==> src/rtl/strobe_tagger_n.sv <==
// Multi-channel strobe timestamper: synchronises strobe inputs, tags rising edges with a free-running
// timer and queues merged records in a FIFO with a ready/valid output port.
module strobe_tagger_n #(
  parameter int unsigned N_CHANNELS   = 4,
  parameter int unsigned TIME_WIDTH   = 36,
  parameter int unsigned FIFO_DEPTH   = 16,
  parameter int unsigned WRAP_MARKERS = 1,
  localparam int unsigned RW          = 1 + N_CHANNELS + TIME_WIDTH
) (
  input  logic                  clk,
  input  logic                  reset,
  input  logic [N_CHANNELS-1:0] strobe_in,
  input  logic [N_CHANNELS-1:0] channel_en,
  input  logic                  capture_en,
  input  logic                  counter_reset,
  output logic [TIME_WIDTH-1:0] timer,
  output logic [RW-1:0]         record_data,
  output logic                  record_valid,
  input  logic                  record_ready,
  output logic [15:0]           lost_count
);

  localparam int unsigned PtrW = (FIFO_DEPTH > 1) ? $clog2(FIFO_DEPTH) : 1;
  localparam int unsigned CntW = PtrW + 1;

  // Input synchronisers and edge detection
  logic [N_CHANNELS-1:0] sync1_q, sync2_q, prev_q;
  logic [N_CHANNELS-1:0] rise;

  always_ff @(posedge clk) begin
    if (reset) begin
      sync1_q <= '0;
      sync2_q <= '0;
      prev_q  <= '0;
    end else begin
      sync1_q <= strobe_in;
      sync2_q <= sync1_q;
      prev_q  <= sync2_q;
    end
  end

  assign rise = sync2_q & ~prev_q & channel_en & {N_CHANNELS{capture_en}};

  // Timer
  logic [TIME_WIDTH-1:0] timer_q, timer_d;

  always_comb begin
    timer_d = timer_q;
    if (counter_reset) begin
      timer_d = '0;
    end else if (capture_en) begin
      timer_d = timer_q + TIME_WIDTH'(1);
    end
  end

  always_ff @(posedge clk) begin
    if (reset) begin
      timer_q <= '0;
    end else begin
      timer_q <= timer_d;
    end
  end

  assign timer = timer_q;

  // Record generation
  logic          wrap_hit;
  logic          gen;
  logic [RW-1:0] rec;

  assign wrap_hit = (WRAP_MARKERS != 0) && capture_en && (timer_q == '1);
  assign gen      = (|rise) || wrap_hit;
  assign rec      = {wrap_hit, rise, timer_q};

  // Record buffer: storage array plus a registered head slot; the head slot counts toward
  // FIFO_DEPTH so total capacity is exactly FIFO_DEPTH records.
  logic [RW-1:0]   mem_q [FIFO_DEPTH];
  logic [PtrW-1:0] wr_ptr_q, wr_ptr_d;
  logic [PtrW-1:0] rd_ptr_q, rd_ptr_d;
  logic [CntW-1:0] mem_cnt_q, mem_cnt_d;
  logic [CntW-1:0] total;
  logic            out_valid_q, out_valid_d;
  logic [RW-1:0]   out_data_q, out_data_d;
  logic            pop, full, accept, load;

  assign pop    = out_valid_q & record_ready;
  assign total  = mem_cnt_q + CntW'(out_valid_q);
  assign full   = (total == CntW'(FIFO_DEPTH));
  assign accept = gen && (!full || pop);
  assign load   = (!out_valid_q || pop) && (mem_cnt_q != '0);

  always_comb begin
    wr_ptr_d    = wr_ptr_q;
    rd_ptr_d    = rd_ptr_q;
    out_valid_d = out_valid_q;
    out_data_d  = out_data_q;
    mem_cnt_d   = mem_cnt_q + CntW'(accept) - CntW'(load);
    if (accept) begin
      wr_ptr_d = wr_ptr_q + PtrW'(1);
    end
    if (load) begin
      rd_ptr_d    = rd_ptr_q + PtrW'(1);
      out_valid_d = 1'b1;
      out_data_d  = mem_q[rd_ptr_q];
    end else if (pop) begin
      out_valid_d = 1'b0;
    end
  end

  always_ff @(posedge clk) begin
    if (accept) begin
      mem_q[wr_ptr_q] <= rec;
    end
  end

  always_ff @(posedge clk) begin
    if (reset) begin
      wr_ptr_q    <= '0;
      rd_ptr_q    <= '0;
      mem_cnt_q   <= '0;
      out_valid_q <= 1'b0;
      out_data_q  <= '0;
    end else begin
      wr_ptr_q    <= wr_ptr_d;
      rd_ptr_q    <= rd_ptr_d;
      mem_cnt_q   <= mem_cnt_d;
      out_valid_q <= out_valid_d;
      out_data_q  <= out_data_d;
    end
  end

  assign record_valid = out_valid_q;
  assign record_data  = out_data_q;

  // Dropped-record counter, saturating
  logic [15:0] lost_q, lost_d;

  always_comb begin
    lost_d = lost_q;
    if (counter_reset) begin
      lost_d = '0;
    end else if (gen && !accept && (lost_q != 16'hFFFF)) begin
      lost_d = lost_q + 16'd1;
    end
  end

  always_ff @(posedge clk) begin
    if (reset) begin
      lost_q <= '0;
    end else begin
      lost_q <= lost_d;
    end
  end

  assign lost_count = lost_q;

endmodule
==> config.mk <==
export PLATFORM = sky130hd
export DESIGN_NAME = strobe_tagger_n
export DESIGN_NICKNAME = d
export VERILOG_FILES = /design/src/rtl/strobe_tagger_n.sv
export SDC_FILE = /design/constraint.sdc
export NUM_CORES = 1
export LEC_CHECK = 0
export ABC_AREA = 1
export CORE_ASPECT_RATIO = 1.2
export CORE_MARGIN = 5
export CORE_UTILIZATION = 35
export CTS_BUF_LIST = sky130_fd_sc_hd__clkbuf_8 sky130_fd_sc_hd__clkbuf_16
export CTS_CLUSTER_SIZE = 14
export DETAILED_ROUTE_END_ITERATION = 8
export HOLD_SLACK_MARGIN = 0.02
export REMOVE_ABC_BUFFERS = 1
export SLEW_MARGIN = 10
export SYNTH_ARGS = -nofsm -noshare
export SYNTH_HDL_FRONTEND = slang
export SYNTH_SLANG_ARGS = --single-unit
export TNS_END_PERCENT = 100
==> constraint.sdc <==
create_clock -name clk -period 9.8 [get_ports clk]
set_input_delay 1.96 -clock clk [delete_from_list [all_inputs] [get_ports clk]]
set_output_delay 1.96 -clock clk [all_outputs]
set_load 0.05 [all_outputs]
After elaboration in Yosys (flattened, before gate mapping):

Memory sizes are Yosys's and may differ from the RTL's. A register that Yosys moved wholly into a read port is not among the register bits.
Index checks and enable logic that the tools add are counted.

* register bits: 78
* bits in latches: 0
* memories: 1
* input bits: 13
* memory bits (read-only): 0
* RAM bits: 656

* add/subtract/negate cells: 7
* shift-type cells: 0
* div/mod/pow operators: 0
* multiplexer cells: 4
* eq/ne operators: 3
* $lt $le $gt $ge: 0
* bitwise gates (word level): 5
* reduce and logical (&&, ||, !) cells: 15
* multiply operators: 0

Memory list
* mem_q: depth 16, bits a word 41, read ports 1, clocked after Yosys merged registers in 1, write ports 1, line 77 `logic [RW-1:0] mem_q [FIFO_DEPTH];`

Operators by type and width (count)
* 36-bit by 1-bit adder with 36-bit output, second input constant: 1
* 36-bit == test, second input constant: 1
* 16-bit by 1-bit adder with 16-bit output, second input constant: 1
* 16-bit != test, second input constant: 1
* 4-bit bitwise AND: 3
* 5-bit by 1-bit adder with 5-bit output: 2
* 4-bit by 1-bit adder with 4-bit output, second input constant: 2
* 5-bit == test, second input constant: 1
* 1-bit logical AND: 5
* 5-bit nonzero test: 1
* 5-bit by 1-bit subtractor with 5-bit output: 1
* 1-bit two-way mux: 4
* 4-bit NOT: 1
* 4-bit OR reduction: 1
* 1-bit zero test: 3
* 1-bit logical OR: 3
* 2-bit nonzero test: 1
* 2-bit OR reduction: 1
* 1-bit bitwise AND: 1

Longest topological paths before layout:

Gate-level depths: netlist (run 1).

* word-level depth: 10
* depth in mapped cells: 17

Least setup slack after synthesis (run 1):

Ideal clock, no wire load.

* kind: input to register
* start: input port capture_en
* end: memory mem_q[11][0] (netlist name) (enable)
* setup time: 0.439 ns
* cell stages on the path: 10
* arrival time: 4.584 ns
* setup slack: 4.777 ns
* cells stage by stage: nand2_1 -> nor2_2 -> nand2_4 -> nor2_8 -> nand3_4 -> nand2_8 -> nand2_4 -> inv_4 -> nand2_1 -> nor2_1

* longest elaborated chain between the ends: 6
* elaborated cells on any way between the ends: 7
* those cells by class: 2 x mux; 1 x bitwise; 4 x reduce/logical

RTL lines
* from (decl): line 14 `input logic capture_en,`
* 4-bit bitwise AND: line 42 `assign rise = sync2_q & ~prev_q & channel_en & {N_CHANNELS{capture_en}};`
* 4-bit OR reduction: line 72 `assign gen = (|rise) || wrap_hit;`
* 1-bit logical OR *: line 72
* 1-bit logical AND *: line 89 `assign accept = gen && (!full || pop);`
* 1-bit two-way mux *: line 111 `if (accept) begin`
* 1-bit two-way mux (implied by the code) *: line 112 `mem_q[wr_ptr_q] <= rec;`
* to (decl): line 77

Every way passes the cells marked *; elsewhere a longest branch is shown, timed or not.

Worst setup path after layout (run 1):

* start: input port capture_en
* end: memory mem_q[2][15] (netlist name) (enable)

The elaborated chain is that of the path after synthesis.

==> flow_metrics.env, run 1 <==
export IMPL_status="finished clean"
export IMPL_hold_slack_ps=402.6
export IMPL_coreArea_um2=89190
export IMPL_finalMaxSlewViolations=0
export IMPL_reg2reg_to="mem_q[2][15]"
export IMPL_peakVddDrop_uv=138.5
export IMPL_drcViolationCount=0
export IMPL_routed_wl_mm=85.02
export IMPL_area_delta_synth_final_pct=15.99
export IMPL_synth_edf_count=656
export IMPL_grt_busiest_layer="met2"
export IMPL_cts_resized=0
export IMPL_drive_gt1_frac=0.07885
export IMPL_criticalPathCategory="input pin to flop"
export IMPL_grt_met1_usage=0.2386
export IMPL_async_reset_ff_frac=0
export IMPL_ctsRootBufferMaster="clkbuf_16"
export IMPL_ys_warn_count=0
export IMPL_initial_utilization=0.3528
export IMPL_worstMarginPinSlew_ps=1142
export IMPL_clock_fmax_mhz=194.2
export IMPL_path_delay_family="simple AND/OR/NAND/NOR gates"
export IMPL_nNetsFinal=2881
export IMPL_maxCapViolCount=0
export IMPL_worst_path_buf_inv=3
export IMPL_ys_seq_elements=775
export IMPL_hold_class="flop to flop"
export IMPL_place_congestion=0.7954
export IMPL_yosys_area_top_type="edfxtp_1"
export IMPL_arrival_ps=5440
export IMPL_cts_setup_buffers=0
export IMPL_grt_pass1_vias=20150
export IMPL_wl_per_cell_um=20.85
export IMPL_synth_area_um2=31470
export IMPL_yosysUniqueCellTypes=43
export IMPL_r2r_start="timer[7]"
export IMPL_hpwl_mm=49.83
export IMPL_slowest_stage="clkdlybuf4s50_1"
export IMPL_crit_chain="clkdlybuf4s50_1, nand2_1, nor2_2, nand2_4, nor2_8, nand3_4, nand2_8, nand2_4, inv_4, nand2_1, nor2_4, buf_4"
export IMPL_setup_violations=0
export IMPL_ys_flop_type="edfxtp_1"
export IMPL_ys_seq_area_frac=0.7017
export IMPL_hold_buffers=0
export IMPL_grt_overflow=0
export IMPL_place_area_um2=33850
export IMPL_r2r_cells=11
export IMPL_die_h_um=338.5
export IMPL_grt_max_degree=167
export IMPL_timing_final_crit_share=0.5255
export IMPL_numCtsBuffers=81
export IMPL_cp_end_kind="flop"
export IMPL_relSlewSlack=0.2385
export IMPL_vias=21102
export IMPL_antenna_found_initial=2
export IMPL_total_power_mw=8.971
export IMPL_max_stage_delay_ps=1020
export IMPL_die_area_um2=96030
export IMPL_portBuffers=106
export IMPL_viasPerCell=5.176
export IMPL_met3_usage=0.03302
export IMPL_grtUsageTotal=0.1715
export IMPL_postSynthCellCount=2760
export IMPL_p_sw_mw=2.934
export IMPL_rows=120
export IMPL_ios=107
export IMPL_yosysMostFrequentCell="nor2_1"
export IMPL_clock_skew_ps=23.62
export IMPL_p_clk_frac=0.340
export IMPL_p_int_mw=6.037
export IMPL_clockBufferDepth=3
export IMPL_synth_top_area_frac=0.6260
export IMPL_combPwrFrac=0.238
export IMPL_final_area_um2=36500
export IMPL_fin_tns_setup_ps=0
export IMPL_grt_pass1_wl_mm=128.1
export IMPL_worstPathMaxFanout=22
export IMPL_cellPowerDensity_nw_per_um2=245.8
export IMPL_met2_usage=0.2786
export IMPL_reg2reg_slack_ps=5890
export IMPL_path_clk_slew_ps=60
export IMPL_die_w_um=283.7
export IMPL_critPathLaunchType="input pin"
export IMPL_whs_endpoint="sync2_q[2]"
export IMPL_drt_pass1_iter_count=5
export IMPL_fin_crit_ps=5150
export IMPL_cts_tree="done"
export IMPL_cts_sinks=775
export IMPL_swShare=0.3270
export IMPL_min_delay_start="sync1_q[2]"
export IMPL_yosys_top_cells_area="edfxtp_1, nor2_1, dfxtp_1"
export IMPL_pwr_share_seq=0.422
export IMPL_rsz0062_at_grt="no"
export IMPL_drtIter0Drc=1918
export IMPL_crit_required_ps=10090
export IMPL_min_path_cells=2
export IMPL_synth_common_cells="nor2_1, edfxtp_1, o21ai_0, nand2_1, o211ai_1"
export IMPL_clkLatencyLatePin_ps=640
export IMPL_h_tree_depth=3
export IMPL_drtAntennaViolNets=0
export IMPL_synth_area_per_cell_um2=11.40
export IMPL_cellLeakagePower_nw=12.07
export IMPL_hold_viol_final=0
-- cells by family after synthesis --
logic type / Yosys count / share of synthesized area
fa+ha+maj: 18 / 0.007395
xor+xnor: 15 / 0.004175
buf+inv: 297 / 0.03980
simple gates: 1095 / 0.1440
flops: 775 / 0.7017
compound gates: 560 / 0.1030
-- layer usage --
metal | vias up | share of wire | routed length (um)
li1 | 9927 | - | -
met1 | 10435 | 0.44 | 37080
met2 | 628 | 0.47 | 40330
met3 | 112 | 0.069 | 5891
met4 | 0 | 0.020 | 1714
met5 | - | 0 | 0
-- sequential cells by signal, summed over array words and instances (netlist names), 5 cells and up --
register	flops
mem_cnt_q	5
record_data	41
lost_count	16
timer	36
mem_q	656
-- power by group through the flow --
stage                     clock network, mW  registers [mW]  logic [mW]
final                                  3.05            3.78        2.14
after floorplan                           0            4.20        1.15
after detailed placement                  0            3.86        2.16
after global routing                   3.25            3.80        2.36
after global placement                    0            3.86        2.15
after CTS                              3.12            3.79        2.17
-- how the worst max path moves through the flow --
stage                     start               to  slack [ps]  depth (start not counted)
CTS                  capture_en     mem_q[2][34]        4660                         12
global route         capture_en     mem_q[2][34]        4420                         12
detailed placement   capture_en     mem_q[2][27]        3970                         12
finish               capture_en     mem_q[2][15]        4650                         12
global placement     capture_en     mem_q[2][34]        4060                         12
floorplan           rd_ptr_q[0]  record_data[10]         500                          9
-- through the flow --
stage | worst slack, ps | util | std cells
finish | 4650 | 0.4093 | 4077
global route | 4417 | 0.4092 | 4076
CTS | 4656 | 0.4092 | 4076
detailed placement | 3968 | 0.3795 | 3926
global placement | 4059 | 0.3795 | 3926
floorplan | 504.7 | - | 2599
-- worst min-delay path, delay by kind of cell (launching register included) --
family / cells / cell delay (ps)
buffers and inverters: 1 / 40
and+or+nand+nor: 1 / 30
DFF: 1 / 290
-- cell usage in the layout, fill, tap and decap left out, types with 4 or more instances in the layout --
cell and instances:
nor2_1 679, edfxtp_1 656, o21ai_0 238, nand2_1 175
o211ai_1 164, nand3_1 162, inv_1 145, dfxtp_1 115
o21ai_1 112, clkdlybuf4s50_1 105, clkbuf_16 82, buf_4 63
a21oi_1 36, nand4_1 19, nor2_4 17, nor3_1 17
ha_1 17, clkinv_1 16, clkinv_2 13, xor2_1 11
bufinv_16 8, nor2_2 7, o21a_1 5, inv_6 5
xnor2_1 4, inv_2 4, clkbuf_8 4
-- cell type report --
| class | instances | area, um2 |
|---|---|---|
| fillers | 8450 | 52690 |
| clock inverters | 64 | 540.5 |
| clock buffers | 86 | 2107 |
| well taps | 1159 | 1450 |
| flip-flops and latches | 775 | 22090 |
| multi-input cells | 1688 | 8258 |
| diodes | 1 | 2.502 |
| repair buffers | 168 | 1524 |
| inverters | 136 | 524.3 |
Note: power is estimated with default switching activity, not from simulation.
==> run 2, diff against run 1 <==
==> constraint.sdc (replaced) <==
create_clock -name clk -period 4.4 [get_ports clk]
set_input_delay 0.88 -clock clk [delete_from_list [all_inputs] [get_ports clk]]
set_output_delay 0.88 -clock clk [all_outputs]
set_load 0.05 [all_outputs]
==> flow_metrics.env, run 2 (same netlist as run 1, synthesis figures left out) <==
export IMPL_drtAntennaViolNets=0
export IMPL_whs_endpoint="sync2_q[3]"
export IMPL_max_stage_delay_ps=460
export IMPL_rows=120
export IMPL_cts_sinks=775
export IMPL_worst_path_buf_inv=4
export IMPL_criticalPathCategory="input pin to flop"
export IMPL_grt_overflow=0
export IMPL_path_clk_slew_ps=60
export IMPL_ios=107
export IMPL_slowest_stage="clkdlybuf4s50_1"
export IMPL_cp_end_kind="flop"
export IMPL_regMostFlops="mem_q"
export IMPL_place_area_um2=34290
export IMPL_layout_setup_ws_ps=1130
export IMPL_numCtsBuffers=80
export IMPL_cts_tree="done"
export IMPL_critPathLaunchType="input pin"
export IMPL_placed_cells=3954
export IMPL_drcViolationCount=0
export IMPL_antenna_found_initial=2
export IMPL_crit_chain="clkdlybuf4s50_1, buf_4, nand2_1, nor2_2, nand2_4, nor2_8, nand3_4, nand2_8, nand2_4, ha_1, inv_1, ha_1, inv_1, fa_1, nor3_1, a211oi_1, o21ai_0, a21oi_1"
export IMPL_final_area_um2=36890
export IMPL_routed_wl_mm=85.20
export IMPL_place_congestion=0.8182
export IMPL_crit_required_ps=4900
export IMPL_fin_crit_ps=3270
export IMPL_r2r_start="record_valid"
export IMPL_portBuffers=106
export IMPL_h_tree_depth=3
export IMPL_cellLeakagePower_nw=12.30
export IMPL_total_power_mw=19.99
export IMPL_rsz0062_at_grt="no"
export IMPL_largest_register_ffs=656
export IMPL_clock_skew_ps=29.09
export IMPL_coreArea_um2=89190
export IMPL_drtIter0Drc=1965
export IMPL_worstMarginPinSlew_ps=1209
export IMPL_grt_pass1_wl_mm=129.1
export IMPL_relSlewSlack=0.1927
export IMPL_clkLatencyLatePin_ps=630
export IMPL_cellPowerDensity_nw_per_um2=542.0
export IMPL_clock_fmax_mhz=305.8
export IMPL_worstPathMaxFanout=6
export IMPL_timing_final_crit_share=0.7431
export IMPL_grt_max_degree=180
export IMPL_setup_violations=0
export IMPL_layout_common_cells="nor2_1, edfxtp_1, o21ai_0, nand2_1, o211ai_1"
export IMPL_die_h_um=338.5
export IMPL_cts_resized=0
export IMPL_arrival_ps=3770
export IMPL_min_path_cells=2
export IMPL_grtUsageTotal=0.1719
export IMPL_stdcell_count=4102
export IMPL_reg2reg_to="mem_cnt_q[4]"
export IMPL_area_delta_synth_final_pct=17.21
export IMPL_path_delay_family="simple AND/OR/NAND/NOR gates"
export IMPL_maxCapViolCount=0
export IMPL_peakVddDrop_uv=523.0
export IMPL_antenna_cells=0
export IMPL_reg2reg_slack_ps=1310
export IMPL_die_w_um=283.7
export IMPL_clockBufferDepth=3
export IMPL_cts_setup_buffers=0
export IMPL_min_delay_start="sync1_q[3]"
export IMPL_ctsRootBufferMaster="clkbuf_16"
export IMPL_grt_pass1_vias=20306
export IMPL_hold_class="flop to flop"
export IMPL_nNetsFinal=2908
export IMPL_drive_gt1_frac=0.08597
export IMPL_finalMaxSlewViolations=0
export IMPL_hold_buffers=0
export IMPL_crit_start="capture_en"
export IMPL_hpwl_mm=50.40
export IMPL_r2r_cells=16
export IMPL_status="finished clean"
export IMPL_mostFrequentLayoutCell="nor2_1"
export IMPL_hold_viol_final=0
export IMPL_die_area_um2=96030
export IMPL_preCtsSetupSlack_ps=509.4
export IMPL_vias=21252
export IMPL_drt_pass1_iter_count=7
export IMPL_wl_per_cell_um=20.77
export IMPL_viasPerCell=5.181
export IMPL_initial_utilization=0.3528
[run 2: cell types whose count changed in the layout (fill, tap and decap cells not counted), moves of 3 or more]
cell / before / now
clkinv_1: 16 / 10
inv_1: 145 / 154
clkinv_8: 3 / 0
buf_12: 0 / 18
clkinv_2: 13 / 10
buf_4: 63 / 73
[run 2: layout make-up]
class                   instances  area (um2)
fillers                      8368       52300
flip-flops and latches        775       22090
multi-input cells            1688        8258
clock buffers                  87        2132
repair buffers                196        1959
well taps                    1159        1450
inverters                     136       524.3
clock inverters                61       467.9
[run 2: worst max-delay path by stage]
| stage | slack (ps) | to | depth (start not counted) |
|---|---|---|---|
| 3_3_place_gp | 510 | mem_cnt_q[4] | 18 |
| 4_1_cts | 1170 | mem_cnt_q[4] | 18 |
| 6_report | 1130 | mem_cnt_q[4] | 18 |
| 2_1_floorplan | -4900 | record_data[10] | 9 |
| 5_1_grt | 930 | mem_cnt_q[4] | 18 |
| 3_5_place_dp | 510 | mem_cnt_q[4] | 18 |
[run 2: through the flow]
stage / utilization / TNS, ps / hold WS, ps
floorplan: - / -212450 / 388.3
global placement: 0.3844 / 0 / 395.0
detailed placement: 0.3844 / 0 / 397.8
CTS: 0.4136 / 0 / 411.3
global route: 0.4136 / 0 / 432.1
finish: 0.4136 / 0 / 401.2
[run 2: tightest hold or removal path: cells and delay by family, from the launching register on]
kind	cells	cell delay, ps
buffers and inverters	1	40
flip-flops	1	290
AND/OR/NAND/NOR	1	30
[run 2: power by group]
| group | switching (mW) | internal [mW] | leakage, nW |
|---|---|---|---|
| combinational | 3.47 | 1.48 | 4.18 |
| sequential | 0.225 | 8.11 | 6.74 |
| clock | 2.81 | 3.90 | 1.38 |
[run 2: layer usage]
layer | routed length, um | global-route usage
met5 | 13 | 0
met4 | 1457 | 0.03721
met3 | 5164 | 0.02952
met2 | 40660 | 0.2816
met1 | 37900 | 0.2420
